--- config.mk ---
export PLATFORM = sky130hd
export DESIGN_NAME = control_sequencer
export DESIGN_NICKNAME = d
export VERILOG_FILES = /design/src/rtl/ssm_pkg.sv /design/src/rtl/instruction_decoder.sv /design/src/rtl/control_sequencer.sv
export SDC_FILE = /design/constraint.sdc
export NUM_CORES = 1
export LEC_CHECK = 0
export CAP_MARGIN = 20
export CORE_ASPECT_RATIO = 0.75
export CORE_MARGIN = 8
export CORE_UTILIZATION = 45
export CTS_CLUSTER_SIZE = 24
export DETAILED_ROUTE_END_ITERATION = 10
export GPL_TIMING_DRIVEN = 1
export HOLD_SLACK_MARGIN = 0.08
export PLACE_DENSITY = 0.85
export SYNTH_ARGS = -nofsm -noshare
export SYNTH_HDL_FRONTEND = slang
export SYNTH_SLANG_ARGS = --single-unit
--- constraint.sdc ---
create_clock -name clock -period 3.8 [get_ports clock]
set_clock_uncertainty 0.1 [all_clocks]
set_input_delay 0.38 -clock clock [delete_from_list [all_inputs] [get_ports clock]]
set_output_delay 0.38 -clock clock [all_outputs]
set_load 0.02 [all_outputs]
--- src/rtl/ssm_pkg.sv ---
// Shared encodings for the control sequencer: opcodes, FSM states, ALU ops
// and instruction field positions.
package ssm_pkg;

  // Instruction field positions
  localparam int OPC_MSB = 15;
  localparam int OPC_LSB = 12;
  localparam int RD_MSB  = 11;
  localparam int RD_LSB  = 6;
  localparam int RS_MSB  = 5;
  localparam int RS_LSB  = 0;

  // Opcodes (7..14 are illegal)
  localparam logic [3:0] OP_NOP  = 4'd0;
  localparam logic [3:0] OP_MOV  = 4'd1;
  localparam logic [3:0] OP_LDI  = 4'd2;
  localparam logic [3:0] OP_ADD  = 4'd3;
  localparam logic [3:0] OP_SUB  = 4'd4;
  localparam logic [3:0] OP_AND  = 4'd5;
  localparam logic [3:0] OP_OR   = 4'd6;
  localparam logic [3:0] OP_HALT = 4'd15;

  // FSM states
  localparam logic [2:0] ST_FETCH  = 3'd0;
  localparam logic [2:0] ST_DECODE = 3'd1;
  localparam logic [2:0] ST_READ_A = 3'd2;
  localparam logic [2:0] ST_READ_B = 3'd3;
  localparam logic [2:0] ST_WRITE  = 3'd4;
  localparam logic [2:0] ST_HALT   = 3'd5;

  // ALU operation codes
  localparam logic [2:0] ALU_PASS_A = 3'd0;
  localparam logic [2:0] ALU_ADD    = 3'd1;
  localparam logic [2:0] ALU_SUB    = 3'd2;
  localparam logic [2:0] ALU_AND    = 3'd3;
  localparam logic [2:0] ALU_OR     = 3'd4;

  // Map an arithmetic/logic opcode to the ALU operation it needs
  function automatic logic [2:0] alu_op_for(input logic [3:0] opcode);
    case (opcode)
      OP_ADD:  return ALU_ADD;
      OP_SUB:  return ALU_SUB;
      OP_AND:  return ALU_AND;
      OP_OR:   return ALU_OR;
      default: return ALU_PASS_A;
    endcase
  endfunction

endpackage

--- src/rtl/instruction_decoder.sv ---
// Combinational split of the instruction register into fields plus
// classification flags.
module instruction_decoder
  import ssm_pkg::*;
#(
  parameter int DATA_W = 16
) (
  input  logic [DATA_W-1:0] ir,
  output logic [3:0]        opcode,
  output logic [5:0]        rd,
  output logic [5:0]        rs,
  output logic              is_alu,
  output logic              is_illegal
);

  assign opcode = ir[OPC_MSB:OPC_LSB];
  assign rd     = ir[RD_MSB:RD_LSB];
  assign rs     = ir[RS_MSB:RS_LSB];

  // Two-operand ops that read rd and rs and write the ALU result back
  assign is_alu     = (opcode >= OP_ADD) && (opcode <= OP_OR);
  assign is_illegal = (opcode > OP_OR) && (opcode < OP_HALT);

endmodule

--- src/rtl/control_sequencer.sv ---
// Multi-cycle control sequencer: fetches one instruction at a time and
// drives register-file / ALU / immediate bus controls as a Moore machine.
//
//   state   | meaning
//   --------+-----------------------------------------------------------
//   FETCH   | ready for a new instruction, IR loads on valid
//   DECODE  | classify IR; NOP/illegal finish here
//   READ_A  | register onto bus, captured into ALU operand A
//   READ_B  | rs onto bus, captured into ALU operand B
//   WRITE   | ALU result or immediate written to rd
//   HALT    | parked until reset
module control_sequencer
  import ssm_pkg::*;
#(
  parameter int DATA_W = 16,
  parameter int ADDR_W = 6
) (
  input  logic              clock,
  input  logic              reset,
  input  logic [DATA_W-1:0] instruction,
  input  logic              instruction_valid,
  output logic              instruction_ready,
  output logic [ADDR_W-1:0] register_addr,
  output logic              bus_register_input_en,
  output logic              bus_register_output_en,
  output logic              alu_a_load,
  output logic              alu_b_load,
  output logic [2:0]        alu_op,
  output logic              alu_result_output_en,
  output logic              imm_output_en,
  output logic [DATA_W-1:0] imm_value,
  output logic              instr_done,
  output logic              illegal_op,
  output logic              halted
);

  logic [2:0]        state_q, state_d;
  logic [DATA_W-1:0] ir_q, ir_d;

  logic [3:0] opcode;
  logic [5:0] rd, rs;
  logic       is_alu, is_illegal;

  instruction_decoder #(.DATA_W(DATA_W)) u_decoder (
    .ir         (ir_q),
    .opcode     (opcode),
    .rd         (rd),
    .rs         (rs),
    .is_alu     (is_alu),
    .is_illegal (is_illegal)
  );

  // Next-state and instruction-register load
  always_comb begin
    state_d = state_q;
    ir_d    = ir_q;
    case (state_q)
      ST_FETCH: begin
        if (instruction_valid) begin
          ir_d    = instruction;
          state_d = ST_DECODE;
        end
      end
      ST_DECODE: begin
        if (is_illegal || opcode == OP_NOP) state_d = ST_FETCH;
        else if (opcode == OP_HALT)         state_d = ST_HALT;
        else if (opcode == OP_LDI)          state_d = ST_WRITE;
        else                                state_d = ST_READ_A;
      end
      ST_READ_A: state_d = (opcode == OP_MOV) ? ST_WRITE : ST_READ_B;
      ST_READ_B: state_d = ST_WRITE;
      ST_WRITE:  state_d = ST_FETCH;
      ST_HALT:   state_d = ST_HALT;
      default:   state_d = ST_FETCH;
    endcase
  end

  // State and IR registers; reset abandons any instruction in flight
  always_ff @(posedge clock or posedge reset) begin
    if (reset) begin
      state_q <= ST_FETCH;
      ir_q    <= '0;
    end else begin
      state_q <= state_d;
      ir_q    <= ir_d;
    end
  end

  // Immediate follows IR so it is already stable when WRITE enables it
  assign imm_value = DATA_W'(rs);

  // Bus controls decoded from state and IR only
  always_comb begin
    instruction_ready      = 1'b0;
    register_addr          = '0;
    bus_register_input_en  = 1'b0;
    bus_register_output_en = 1'b0;
    alu_a_load             = 1'b0;
    alu_b_load             = 1'b0;
    alu_op                 = ALU_PASS_A;
    alu_result_output_en   = 1'b0;
    imm_output_en          = 1'b0;
    instr_done             = 1'b0;
    illegal_op             = 1'b0;
    halted                 = 1'b0;
    case (state_q)
      ST_FETCH: instruction_ready = 1'b1;
      ST_DECODE: begin
        illegal_op = is_illegal;
        instr_done = is_illegal || (opcode == OP_NOP);
      end
      ST_READ_A: begin
        register_addr          = (opcode == OP_MOV) ? ADDR_W'(rs) : ADDR_W'(rd);
        bus_register_output_en = 1'b1;
        alu_a_load             = 1'b1;
      end
      ST_READ_B: begin
        register_addr          = ADDR_W'(rs);
        bus_register_output_en = 1'b1;
        alu_b_load             = 1'b1;
      end
      ST_WRITE: begin
        register_addr         = ADDR_W'(rd);
        bus_register_input_en = 1'b1;
        instr_done            = 1'b1;
        if (opcode == OP_LDI) begin
          imm_output_en = 1'b1;
        end else begin
          alu_result_output_en = 1'b1;
          alu_op               = is_alu ? alu_op_for(opcode) : ALU_PASS_A;
        end
      end
      ST_HALT: halted = 1'b1;
      default: ;
    endcase
  end

endmodule

# Yosys cells after proc, flatten, opt, wreduce, memory -nomap -nowiden
# Index checks and enable logic that the tools add are counted.
[totals] mem_bits_ro=0 mem_bits_rw=0 memories=0 latch_bits=0 ff_bits=19 output_inout_bits=35 input_bits=19 wordCells=50
[classes] mux=24 reduce_logical=7 multipliers=0 shift=0 order_cmp=4 n_eq_ne=13 add_sub_neg=0 bitwise_logic=0 n_div=0
[op_table] op="3-bit two-way mux" n=8
[op_table] op="6-bit one-hot mux with 3 select lines" n=1
[op_table] op="3-bit one-hot mux with 5 select lines" n=1
[op_table] op="4-bit by 3-bit equality test with 1-bit output, second input constant" n=3
[op_table] op="3-bit one-hot mux with 4 select lines" n=1
[op_table] op="1-bit two-way mux" n=11
[op_table] op="4-bit by 2-bit equality test with 1-bit output, second input constant" n=2
[op_table] op="3-bit by 2-bit equality test with 1-bit output, second input constant" n=2
[op_table] op="3-bit equality test, second input constant" n=2
[op_table] op="6-bit two-way mux" n=1
[op_table] op="4-bit by 1-bit equality test with 1-bit output, second input constant" n=1
[op_table] op="4-bit equality test, second input constant" n=1
[op_table] op="4-bit by 2-bit greater-or-equal comparator with 1-bit output, second input constant" n=1
[op_table] op="4-bit by 3-bit greater-than comparator with 1-bit output, second input constant" n=1
[op_table] op="4-bit by 3-bit less-or-equal comparator with 1-bit output, second input constant" n=1
[op_table] op="4-bit zero test" n=1
[op_table] op="4-bit < comparator, second input constant" n=1
[op_table] op="3-bit by 1-bit equality test with 1-bit output, second input constant" n=1
[op_table] op="3-bit zero test" n=1
[op_table] op="1-bit logical AND" n=2
[op_table] op="2-bit inequality test, second input constant" n=1
[op_table] op="1-bit one-hot mux with 2 select lines" n=1
[op_table] op="2-bit AND reduction" n=1
[op_table] op="2-bit OR reduction" n=1
[op_table] op="1-bit logical OR" n=1

# Logic depth before layout (Yosys ltp)
# Gate-level depths: netlist (run 1).
[logic_depth] ltp_word=5 mapped_depth=5 mapped_depth_nobuf=4

# Modules after synthesis
# Synthesis (run 1) repeated with hierarchy kept, for this count alone.
[hier_totals] cells_unflattened=123 hier_area_um2=1312.5
[modules_own_cells] mod="control_sequencer" seq_area_each_um2=475.5 area_per_inst_um2=1152.4 cells_per_inst=102 instances=1
[modules_own_cells] mod="instruction_decoder" seq_area_each_um2=0.0 area_per_inst_um2=160.2 cells_per_inst=21 instances=1

# Least setup slack after synthesis (run 1)
# OpenSTA, ideal clock, no wires.
[synth_timing] kind="register to register" from="register state_q[0]" to="register ir_q[10]" stages_incl_launch_ff=6 required_time_ps=3572 arrival_ps=1825 setup_ps=128 synth_period_minus_slack_ps=2053 path_slack_ps=1747 path_buffers=2 cell_sequence="dfrtp_1 -> nor3_1 -> and2_1 -> buf_2 -> buf_4 -> mux2_1"
[synth_via] elab_chain_len=2
[synth_lines] element="start, declared" line="control_sequencer.sv:37" source="logic [2:0] state_q, state_d;"
[synth_lines] element="start signal, assigned" line="control_sequencer.sv:84" source="state_q <= state_d;"
[synth_lines] element="3-bit zero test" line="control_sequencer.sv:57" source="case (state_q)"
[synth_lines] element="2-bit AND reduction (no source line)"
[synth_lines] element="end signal, assigned" line="control_sequencer.sv:85" source="ir_q <= ir_d;"
[synth_lines] element="end, declared" line="control_sequencer.sv:38" source="logic [DATA_W-1:0] ir_q, ir_d;"
# Every way passes these cells.
# A chain may end at the register's enable or synchronous reset.

# Worst setup path after layout (run 1)
[layout_timing] from="register ir_q[15]" to="output register_addr[1]"
[layout_via] elab_chain_len=3
[layout_lines] element="4-bit by 1-bit equality test with 1-bit output" line="control_sequencer.sv:113" source="register_addr = (opcode == OP_MOV) ? ADDR_W'(rs) : ADDR_W'(rd);"
[layout_lines] element="6-bit two-way mux" line="control_sequencer.sv:113"
[layout_lines] element="6-bit one-hot mux with 3 select lines" line="control_sequencer.sv:106" source="case (state_q)"
[layout_lines] element="end, declared" line="control_sequencer.sv:23" source="output logic [ADDR_W-1:0] register_addr,"
# Every way passes these cells.

==> metrics, run 1 <==
status finished, final reports clean; Internal Power 0.7198 mW; Crit path required time 3320 ps; Slew @ Worst Pin between 700 and 800 ps; post-route cell area 0.001562 mm²; Mapped Area about 0.0012 mm²; syn avg cell area 10.65 µm²; worst rel slew slack 53.05%; first drt pass iteration count 4; met2 WL 1515 µm; global-route wire length before repair 4609 µm; Final Wtd Congestion around 0.77; CTS clk-pin slew, worst paths 110 ps; Seq pwr share 34.2%; remaining antenna violation count after routing 0; Yosys reg bits 19; CTS Sinks 19; setup slack, reg-to-reg 1800 ps; Hold Slack between 300 and 400 ps; PnR worst setup slack 941.4 ps; Post-CTS Resized 0; antenna violations before repair 0; Synth top cells by count 20 x buf_4, 19 x dfrtp_1, 16 x mux2_1; post-CTS setup buffers 0; Critical Path End Type output pin; DR vias/cell around 5.0; vias 908; RSZ-0062 raised after global routing no; sequential area share after synthesis approximately two fifths; Worst R2R Start state_q[2]$_DFFE_PP0P_; synth top area cells dfrtp_1 39%, mux2_1 15%, buf_4 12%; GRT Residual Overflow 0; GRT Overall Usage 12.24%; setup_tns 0 ps; core area 0.002582 mm²; total CTS buffers 3; crit path max fanout 10; Reg2Reg Depth 3; DP HPWL around 2300 µm; Final period util 75.23%; Root Driver clkbuf_4; LEAKAGE 0.6476 nW; Max Clk Rate 349.8 MHz; clock group share of total power 7.9%; Tmin final 2859 ps; Setup CP Type register to output pin; met3 wire length 162 µm; Main synth FF type dfrtp_1; # DRC 0; # setup viols final 0; Row Count 16; Antenna Cells 0; CTS tree done; Yosys cell types 34; switching power ~0.57 mW; die height 60.98 µm; WP data arrival around 2400 ps; YS warnings 0; Placement Setup Slack 1311 ps; Hold Path Class input port to asynchronous set/reset pin; Post-synth ARST share 100.0%; WL final 2862 µm; DIE AREA 0.004632 mm²; vias in the first global route 947; Layout Nets 166; hold bufs inserted after CTS 0; count leader, synth buf_4; number of H-tree levels 1; Synth top area share roughly two fifths; PwrDens 829.2 mW/mm²; number of I/O pins 54; Post-synth EDFFs 0; layout cells sized above 1 5.479%; Max Slew Vio Count 0; Syn Inst Count 114; Worst VDD drop 0.0004318 V; Synth area leader dfrtp_1; Setup crit start ir_q[15]$_DFFE_PP0P_; Clock Latency Late Sink 300 ps; port buffer count 43; Reg2Reg Capture Point ir_q[2]$_DFFE_PP0P_; Max Buffers Root-to-Sink 2; Starting Density a little under half; die span in x 75.97 µm; switching power share of the total 44.41%; Final Hold Vio Count 0; placed inst area between 0.0015 and 0.002 mm²; area delta synth->final 28.66%; drt initial violations 21; drt wl/cell 15.73 µm; worst setup path end register_addr[1]; pin count of the biggest net entering global routing 20; max_cap viols 0; Gate power share 57.9%; crit start category register; Routed met1 length 1173 µm; top routing layer in use met4
==> flip-flops by register name (all words and copies together), names as in the netlist <==
name and flops:
ir_q 16, state_q 3
==> worst max-delay path, stage by stage, from the launching register on <==
cell	delay, ps
dfrtp_1	520
nor4b_4	410
o21ai_1	260
a32o_1	340
clkdlybuf4s50_1	540
==> cell type report <==
cell class	count	area, µm²
clock buffer	3	22.52
clock inverter	1	5.005
fill	224	1021
inverter	5	18.77
multi-input combinational	75	564.3
sequential	19	475.5
tap	36	45.04
timing repair buffer	43	430.4
==> cell families (layout without fill, tap and decap cells) <==
family	Yosys count	after routing	share of synthesized area (%)
AOI/OAI and AO/OA	15	15	10.72
DFF	19	19	39.18
muxes	16	16	14.85
xor gates and xnor gates	2	2	1.444
and+or+nand+nor	32	32	16.39
buffers and inverters	29	52	17.11
other	1	10	0.3090
==> routing by layer <==
metal	up-vias	global-route usage (%)
met3	2	5.178
met2	29	22.14
li1	437	-
met5	-	0
met1	440	13.24
met4	0	2.778
==> worst min path at each step <==
stage | to | start | depth (start not counted)
3_3_place_gp | ir_q[10]$_DFFE_PP0P_ | ir_q[10]$_DFFE_PP0P_ | 1
3_5_place_dp | ir_q[8]$_DFFE_PP0P_ | ir_q[8]$_DFFE_PP0P_ | 1
5_1_grt | ir_q[6]$_DFFE_PP0P_ | ir_q[6]$_DFFE_PP0P_ | 1
6_report | ir_q[6]$_DFFE_PP0P_ | reset | 2
4_1_cts | ir_q[0]$_DFFE_PP0P_ | reset | 2
2_1_floorplan | ir_q[0]$_DFFE_PP0P_ | reset | 1
==> cell usage in the layout, fill, tap and decap left out <==
cell type	count
o21ai_0	2
nor3b_1	1
nor4b_1	2
nor2_1	8
clkinv_1	1
mux2_1	16
xor2_1	1
nor3_1	3
nand2_1	3
clkbuf_4	3
dfrtp_1	19
o211a_1	1
o32ai_1	1
a21oi_1	1
o21a_2	1
a221oi_2	1
conb_1	10
inv_1	4
nand3_1	2
or3_1	1
or4b_1	1
nor4b_4	1
and3_1	1
clkinv_2	1
clkdlybuf4s50_1	43
o31ai_1	1
nor2b_1	1
nand4_1	1
or3b_4	1
and2_1	3
a32o_1	6
o21ai_1	1
nand2b_1	3
xnor2_1	1
==> through the flow <==
step | total power, mW | instances | utilization (%)
after floorplan | 0.9942 | 123 | -
final | 1.295 | 182 | 60.47
after global routing | 1.380 | 182 | 60.47
after detailed placement | 1.198 | 178 | 59.40
after global placement | 1.166 | 178 | 59.40
after CTS | 1.301 | 182 | 60.47
==> power by group through the flow <==
| stage | Clock [mW] | Combinational [mW] | Sequential, mW |
|---|---|---|---|
| floorplan | 0 | 0.640 | 0.354 |
| global placement | 0 | 0.733 | 0.432 |
| detailed placement | 0 | 0.755 | 0.442 |
| CTS | 0.106 | 0.758 | 0.438 |
| global route | 0.116 | 0.805 | 0.458 |
| finish | 0.102 | 0.750 | 0.443 |
(Power assumes the default switching activity.)
==> inputs of run 2 (changes only) <==
Settings changed: CORE_UTILIZATION 45 to 37, PLACE_DENSITY 0.85 to 0.75.
Clock period 3.8 ns to 2.6 ns, I/O delays scaled along.
==> run 2 against run 1 <==
Net effect: non-clock buffer count up 1; wire length up 1.6%; flip-flop and latch count unchanged; cell area up 3.7%; clock power up 99%; highest routed layer unchanged.
==> metrics, run 2 (synthesis gave the netlist of run 1 again) <==
status finished, final reports clean; Max Buffers Root-to-Sink 2; CTS clk-pin slew, worst paths roughly 70 ps; first drt pass iteration count 4; Tmin final 2479 ps; Max Slew Vio Count 0; crit start category register; layout cells sized above 1 roughly 8%; hold bufs inserted after CTS 0; worst rel slew slack about 53%; biggest regs ir_q (16), state_q (3); Row Count 18; Slew @ Worst Pin 705.1 ps; vias 915; # DRC 0; register area 478.0 µm²; remaining antenna violation count after routing 0; DIE AREA roughly 0.0054 mm²; Max Clk Rate 403.4 MHz; dpl cells 183; setup_tns 0 ps; area taken by multi-input logic gates 568.0 µm²; GRT Residual Overflow 0; WP data arrival roughly 2100 ps; area delta synth->final 33.40%; Root Driver clkbuf_8; most common cell after layout, fill and taps aside clkdlybuf4s50_1; DP HPWL 2306 µm; PwrDens 1207 mW/mm²; Hold Slack 308.6 ps; drt wl/cell 15.55 µm; Top reg by flops ir_q; Setup CP Type register to output pin; pin count of the biggest net entering global routing 20; Final Hold Vio Count 0; Final period util 95.34%; die height 65.60 µm; post-CTS setup buffers 0; # setup viols final 0; Antenna Cells 0; vias in the first global route 901; number of H-tree levels 1; antenna violations before repair 0; RSZ-0062 raised after global routing no; Worst VDD drop ~0.00057 V; CTS Sinks 19; total CTS buffers 3; Clock Latency Late Sink ~250 ps; Hold Path Class input port to asynchronous set/reset pin; global-route wire length before repair 4602 µm; crit path max fanout 10; Placement Setup Slack about 280 ps; GRT Overall Usage between 10% and 20%; Non-Filler Instances between 150 and 200; Critical Path End Type output pin; CTS tree done; port buffer count 43; Final Wtd Congestion 0.8511; Layout Nets 167; drt initial violations 74; Crit path required time 2240 ps; LEAKAGE between 0.7 and 0.8 nW; WL final 2908 µm; PnR worst setup slack 121.2 ps; die span in x 82.13 µm; DR vias/cell 4.893; fill cell count 289; max_cap viols 0; max FFs per register 16; number of I/O pins 54; most frequent cells in the layout 35 x clkdlybuf4s50_1, 17 x dfrtp_1, 16 x mux2_1, 10 x conb_1; core area 0.003221 mm²; Starting Density 37.68%
## run 2: layout make-up
type	count	share of cell area, %
Clock buffer	3	2.550
Inverter	5	1.159
Timing Repair Buffer	44	28.28
Sequential cell	19	29.52
Multi-Input combinational cell	75	35.09
Clock inverter	1	0.3091
Tap cell	40	3.091
## run 2: metrics by stage
stage	util (%)	power (mW)	area [µm²]
finish	50.27	1.954	1619
global route	50.27	2.082	1619
CTS	49.57	1.971	1597
detailed placement	48.02	1.762	1546
global placement	48.02	1.730	1546
floorplan	-	1.453	1247
## run 2: where the power goes
group          switching, mW  total, mW  internal (mW)
clock network         0.0964      0.203          0.106
registers              0.210      0.659          0.449
logic                  0.539       1.09          0.553
## run 2: path summary, 6_finish.rpt
path                            cells past startpoint              startpoint  slack, ps                    to
worst max-delay path                                3    ir_q[15]$_DFFE_PP0P_        120         imm_output_en
worst min-delay path                                2                   reset        310  ir_q[12]$_DFFE_PP0P_
worst max register to register                      4  state_q[2]$_DFFE_PP0P_        870  ir_q[12]$_DFFE_PP0P_
worst min register to register                      1     ir_q[8]$_DFFE_PP0P_        400   ir_q[8]$_DFFE_PP0P_
max in group asynchronous                           2                   reset       1600  ir_q[14]$_DFFE_PP0P_
min in group clock                                  1     ir_q[8]$_DFFE_PP0P_        400   ir_q[8]$_DFFE_PP0P_
## run 2: what timing repair did
action | CTS | global route
pin swaps | 0 | 1
endpoints found under the setup margin | 2 | 8
gates resized for setup | 1 | 10
## run 2: critical path, cell delays in order (launching register included)
cell and delay [ps]:
dfrtp_1 500, or4b_1 620, nor2_1 120, clkdlybuf4s50_1 620
## run 2: metal layers
layer / vias up / wire, µm / global-route usage, %
li1: 442 / - / -
met1: 436 / 1250 / 13.84
met2: 33 / 1381 / 17.01
met3: 4 / 240 / 2.997
met4: 0 / 36 / 3.275
met5: - / 0 / 0
